--- config.mk ---
export PLATFORM = sky130hd
export DESIGN_NAME = ahb_lite_eic_bridge
export DESIGN_NICKNAME = d
export VERILOG_FILES = /design/src/rtl/ahb_lite_eic_bridge.sv
export SDC_FILE = /design/constraint.sdc
export NUM_CORES = 1
export LEC_CHECK = 0
export CORE_ASPECT_RATIO = 0.5
export CORE_MARGIN = 3
export CORE_UTILIZATION = 33
export DETAILED_ROUTE_END_ITERATION = 6
export GPL_ROUTABILITY_DRIVEN = 0
export PLACE_DENSITY = 0.94
export SLEW_MARGIN = 10
export SYNTH_ARGS = -nofsm -noshare
export SYNTH_HDL_FRONTEND = slang
export SYNTH_SLANG_ARGS = --single-unit
export TNS_END_PERCENT = 1
--- constraint.sdc ---
create_clock -name HCLK -period 2.75 [get_ports HCLK]
set_clock_uncertainty 0.2 [all_clocks]
set_input_delay 0.825 -clock HCLK [delete_from_list [all_inputs] [get_ports HCLK]]
set_output_delay 0.825 -clock HCLK [all_outputs]
set_load 0.01 [all_outputs]
--- src/rtl/ahb_lite_eic_bridge.sv ---
// rtl/ahb_lite_eic_bridge.sv - AHB-Lite slave bridge onto the EIC register port
module ahb_lite_eic_bridge #(
  parameter int ADDR_WIDTH = 5
) (
  input  logic                  HCLK,
  input  logic                  HRESET,
  input  logic                  HSEL,
  input  logic [31:0]           HADDR,
  input  logic [1:0]            HTRANS,
  input  logic                  HWRITE,
  input  logic [2:0]            HSIZE,
  input  logic [2:0]            HBURST,
  input  logic [31:0]           HWDATA,
  output logic [31:0]           HRDATA,
  output logic                  HREADY,
  output logic                  HRESP,
  output logic [ADDR_WIDTH-1:0] read_addr,
  input  logic [31:0]           read_data,
  output logic [ADDR_WIDTH-1:0] write_addr,
  output logic [31:0]           write_data,
  output logic                  write_enable
);

  typedef enum logic [2:0] {
    S_IDLE,
    S_WRITE,
    S_RWAIT,
    S_RDONE,
    S_ERR1,
    S_ERR2
  } state_t;

  state_t                state;
  state_t                state_next;
  logic                  accept;
  logic                  legal;
  logic [ADDR_WIDTH-1:0] index;
  logic                  unused_bits;

  // Bursts are treated as independent singles; upper address bits are aliased.
  assign unused_bits = ^{HBURST, HADDR[31:ADDR_WIDTH+2]};

  assign index  = HADDR[ADDR_WIDTH+1:2];
  assign accept = HSEL & HTRANS[1] & HREADY;
  assign legal  = (HSIZE == 3'b010) && (HADDR[1:0] == 2'b00);

  always_ff @(posedge HCLK or posedge HRESET) begin
    if (HRESET) begin
      state <= S_IDLE;
    end else begin
      state <= state_next;
    end
  end

  always_comb begin
    state_next = state;
    case (state)
      S_RWAIT: state_next = S_RDONE;
      S_ERR1:  state_next = S_ERR2;
      default: begin
        if (!accept) begin
          state_next = S_IDLE;
        end else if (!legal) begin
          state_next = S_ERR1;
        end else if (HWRITE) begin
          state_next = S_WRITE;
        end else begin
          state_next = S_RWAIT;
        end
      end
    endcase
  end

  // HREADY/HRESP depend on state only, so no address-phase input reaches them.
  always_comb begin
    HREADY       = 1'b1;
    HRESP        = 1'b0;
    write_enable = 1'b0;
    case (state)
      S_WRITE: write_enable = 1'b1;
      S_RWAIT: HREADY       = 1'b0;
      S_ERR1: begin
        HREADY = 1'b0;
        HRESP  = 1'b1;
      end
      S_ERR2:  HRESP        = 1'b1;
      default: ;
    endcase
  end

  always_ff @(posedge HCLK or posedge HRESET) begin
    if (HRESET) begin
      read_addr  <= '0;
      write_addr <= '0;
      HRDATA     <= '0;
    end else begin
      if (accept && legal && HWRITE) begin
        write_addr <= index;
      end
      if (accept && legal && !HWRITE) begin
        read_addr <= index;
      end
      if (state == S_RWAIT) begin
        HRDATA <= read_data;
      end
    end
  end

  assign write_data = HWDATA;

endmodule

After elaboration in Yosys (flattened, before gate mapping):

Index checks and enable logic that the tools add are counted.

* reduce and logical (&&, ||, !) cells: 8
* bitwise gates (word level): 2
* mux-type cells: 7
* equality and inequality tests: 5

Operators by type and width (count)
* $eq A3 B2 Y1 const B: 2
* $eq A3 B3 Y1 const B: 2
* $mux W3: 2
* $pmux W3 S2: 1
* $logic_and A1 B1 Y1: 4
* $reduce_or A2 Y1: 2
* $eq A3 B1 Y1 const B: 1
* $mux W1: 3
* $and A1 B1 Y1: 2
* $logic_not A2 Y1: 1
* $mux W2: 1
* $logic_not A1 Y1: 1

* bits in registers: 45
* input bits: 108
* output and inout bits: 77

Longest topological paths before layout:

* depth in word-level cells: 6
* gate-level depth with buffers: 4
* depth with buffers taken out: 3

Least setup slack after synthesis:

No wires, ideal clock.

* path type: input -> register
* from: input port HSIZE[0]
* to: register write_addr[0]
* arrival time: 2.034 ns
* cell stages on the path: 3
* data required time: 2.425 ns
* slack: 0.392 ns
* cell sequence: or4b_4 a211oi_4 mux2_2

* cells in the longest elaborated chain, start to end: 4

Ends and longest elaborated chain
* from (decl): line 11 `input logic [2:0] HSIZE,`
* $eq A3 B2 Y1: line 45 `assign legal = (HSIZE == 3'b010) && (HADDR[1:0] == 2'b00);`
* $logic_and A1 B1 Y1: line 45
* $logic_and A1 B1 Y1 (2 in a row): line 97 `if (accept && legal && HWRITE) begin`
* to (signal assigned): line 98 `write_addr <= index;`
* to (decl): line 19 `output logic [ADDR_WIDTH-1:0] write_addr,`

No other way between the ends.
A chain may end at the register's enable or synchronous reset.

Worst setup path in the final report:

* from: register state[2]
* to: output port HREADY

* cells in the longest elaborated chain, start to end: 3
* elaborated cells between the ends (all ways): 4
* those cells by class: 2 x eq/ne; 1 x mux; 1 x reduce/logical

Ends and longest elaborated chain
* from (decl): line 33 `state_t state;`
* from (signal assigned): line 51 `state <= state_next;`
* $eq A3 B2 Y1 or $eq A3 B3 Y1 (tied branches): line 79 `case (state)`
* $reduce_or A2 Y1 (no line) *
* $mux W1 *: line 79
* to (decl): line 15 `output logic HREADY,`

Mark *: on every way between the ends. The rest lies on a longest branch, timed or not.

==> impl_metrics.csv <==
group,metric,value,unit
global_route,grt_max_degree,34,
clocking,clkSlewWorstSetupHoldPaths,0.06,ns
hold_path,min_path_cells,1,
synthesis,synth_top_area_share,0.5597,
synthesis,synth.largest_area_cell,"dfrtp_1",
synthesis,synthCells,143,
global_route,grtUsageTotal,0.1289,
clocking,cts_buffers,5,
routing,postRouteAntennaNets,0,
global_route,grt_overflow,0,
floorplanning,ioPinCount,185,
floorplanning,num_rows,19,
critical_path,rr_startpoint,"state[2]$_DFF_PP0_",
run_status,status,"completed",
cells_and_area,utilization,0.5213,
clocking,htreeDepth,2,
routing,top_layer,"met4",
global_route,grt_pass1_vias,1420,
power_and_ir_drop,p_leak,0.001223,µW
critical_path,rr_worst_depth,3,
routing,route.met2.wl,3.019,mm
critical_path,cp_max_fo,5,
synthesis,synth_edf_count,0,
synthesis,avgSynthCellArea,14.07,µm²
critical_path,r2r-end,"read_addr[0]$_DFFE_PP0P_",
critical_path,r2r_setup_slack,0.91,ns
timing,worst_slack,0.08708,ns
synthesis,syn_area,2012,µm²
routing,num_vias,1314,
cells_and_area,num_antenna_cells,0,
hold_path,min_from,"HRDATA[17]$_DFFE_PP0P_",
critical_path,crit_required,1.73,ns
synthesis,yosysMostFrequentCell,"dfrtp_1",
global_route,antenna_found_initial,0,
timing,fin_crit_sh,0.9683,
clocking,post_cts_buffers,0,
timing,hold_viol,0,
global_route,grt_pass1_wl,6.975,mm
synthesis,synth_nets,251,
hold_path,min_to,"HRDATA[17]$_DFFE_PP0P_",
synthesis,ys_ff_latch,45,
job,maxCapViolations,0,
hold_path,hold_path.class,"reg2reg",
timing,timing.slew.headroom,0.5385,
timing,rsz0062_at_grt,"no",
routing,via_per_inst,4.627,
synthesis,synth_area_leaders,"dfrtp_1 (56%), mux2_2 (24%), buf_4 (12%), a211oi_4 (1.0%), buf_2 (0.75%)",
place,dp_slack,-0.1507,ns
synthesis,ys_seq_area_frac,0.5597,
timing,fmax,0.3755,GHz
cells_and_area,fillers,452,
cells_and_area,drive_gt1_frac,0.2844,
synthesis,async_flop_share,1.000,
place,hpwl,4.002,mm
clocking,cts_buffer_depth,2,
routing,routed_wl,4.941,mm
timing,layout_min_cycle_time,2.663,ns
synthesis,ys_types,21,
cells_and_area,area_growth,47.20,%
routing,met1Wirelength,1.525,mm
timing,tightestPinTransition,0.6880,ns
routing,post_drt_wl_per_cell,17.40,µm
floorplanning,fp.dieH,61.21,µm
clocking,cts_root_buffer,"clkbuf_16",
power_and_ir_drop,vdd_ir_drop_max,0.0004084,V
clocking,cts_tree,"done",
power_and_ir_drop,powerDensity,708.9,nW/µm²
critical_path,cp-end-kind,"output pin",
timing,slew_viol_final,0,
clocking,cts_sinks,45,
routing,wl_met3,246,µm
place,portBuffers,91,
critical_path,worst_setup_path_start_kind,"flop",
synthesis,yosys_most_used_dff,"dfrtp_1",
synthesis,synth.top_cells.by_count,"dfrtp_1 (45), mux2_2 (42), buf_4 (32), inv_1 (4), buf_2 (3)",
routing,drt-initial-drc-count,27,
routing,dr.pass1.iters,4,
clocking,clk-insertion-delay-late,0.28,ns
floorplanning,die_w,116.4,µm
critical_path,worstSetupPathType,"reg2out",
cells_and_area,final_nets,318,
routing,drc,0,
floorplanning,die_area,7126,µm²
timing,setup_violations,0,
synthesis,yosysWarningCount,0,
floorplanning,core-area,5682,µm²
critical_path,cp.arrival,1.64,ns
floorplanning,initial_utilization,0.3541,
==> worst max-delay path by stage <==
stage / to / from / slack [ns] / cells past startpoint
floorplan: write_addr[0]$_DFFE_PP0P_ / HSIZE[0] / 0.39 / 3
global route: HREADY / state[2]$_DFF_PP0_ / 0.01 / 4
finish: HREADY / state[2]$_DFF_PP0_ / 0.09 / 4
detailed placement: write_addr[3]$_DFFE_PP0P_ / HSIZE[0] / -0.15 / 5
CTS: HREADY / state[2]$_DFF_PP0_ / 0.05 / 4
global placement: write_addr[0]$_DFFE_PP0P_ / HSIZE[0] / -0.11 / 5
==> critical path: stages, from the launching register on <==
cell and delay [ns]:
dfrtp_1 0.48, xnor2_2 0.21, nor2_1 0.08, inv_1 0.06
clkdlybuf4s50_1 0.54
==> power breakdown <==
group	leakage (µW)	internal (µW)	total [µW]	switching (µW)
Sequential	0.000549	793	882	88.7
Combinational	0.000604	409	639	230
Clock	0.0000702	338	579	241
==> sequential cells by signal, summed over array words and instances (netlist names) <==
| signal | cells |
|---|---|
| HRDATA | 32 |
| write_addr | 5 |
| read_addr | 5 |
| state | 3 |
==> metrics by stage <==
step	cells	TNS, ns	hold WS [ns]	total power [µW]	instance area [µm²]
5_1_grt	284	0	0.3244	2197	2962
3_5_place_dp	276	-0.9066	0.2949	1532	2808
4_1_cts	284	0	0.3072	2122	2954
2_1_floorplan	143	0	0.3501	1170	2012
6_report	284	0	0.3035	2100	2962
3_3_place_gp	276	-0.6225	0.2897	1503	2808
==> area by class of cell <==
type	instances	area (µm²)	area share
inverters	4	15.01	0.005070
well taps	73	91.34	0.03084
clock inverters	3	21.27	0.007182
repair buffers	95	953.4	0.3219
flip-flops and latches	45	1126	0.3802
multi-input cells	59	629.4	0.2125
clock buffers	5	125.1	0.04225
==> cell families after synthesis <==
family          Yosys count  synth area share
compound gates            4           0.02177
xor+xnor                  2          0.008708
buf+inv                  39            0.1343
flops                    45            0.5597
mux                      42            0.2351
simple gates             11           0.04042
==> routing by layer <==
metal,up-vias,GRT usage
met3,21,0.02355
li1,588,-
met5,-,0
met4,0,0.07273
met2,41,0.2634
met1,664,0.1260
==> cell usage in the layout, fill, tap and decap left out <==
| cell | netlist | layout |
|---|---|---|
| clkdlybuf4s50_1 | 0 | 91 |
| dfrtp_1 | 45 | 45 |
| mux2_2 | 42 | 42 |
| clkbuf_16 | 0 | 5 |
| inv_1 | 4 | 3 |
| buf_4 | 32 | 3 |
| nand2_1 | 2 | 2 |
| xor2_1 | 1 | 1 |
| or4b_4 | 1 | 1 |
| nand4b_1 | 1 | 1 |
| a211oi_4 | 1 | 1 |
| or4_1 | 1 | 1 |
| a211o_1 | 1 | 1 |
| nor3b_4 | 0 | 1 |
| xnor2_2 | 0 | 1 |
| nor2_1 | 1 | 1 |
| nor2b_1 | 1 | 1 |
| or4b_2 | 1 | 1 |
| o22ai_1 | 1 | 1 |
| o2bb2ai_1 | 1 | 1 |
| or2_2 | 1 | 1 |
| nor3_1 | 1 | 1 |
| clkinv_1 | 0 | 1 |
| inv_6 | 0 | 1 |
| clkinvlp_4 | 0 | 1 |
| clkinv_2 | 0 | 1 |
| buf_12 | 0 | 1 |
==> timing repair <==
| item | CTS | global route |
|---|---|---|
| resized for setup | 0 | 1 |
| endpoints found under the setup margin | 0 | 1 |
| hold buffers | 0 | 0 |
Note: power is estimated with default switching activity, not from simulation.
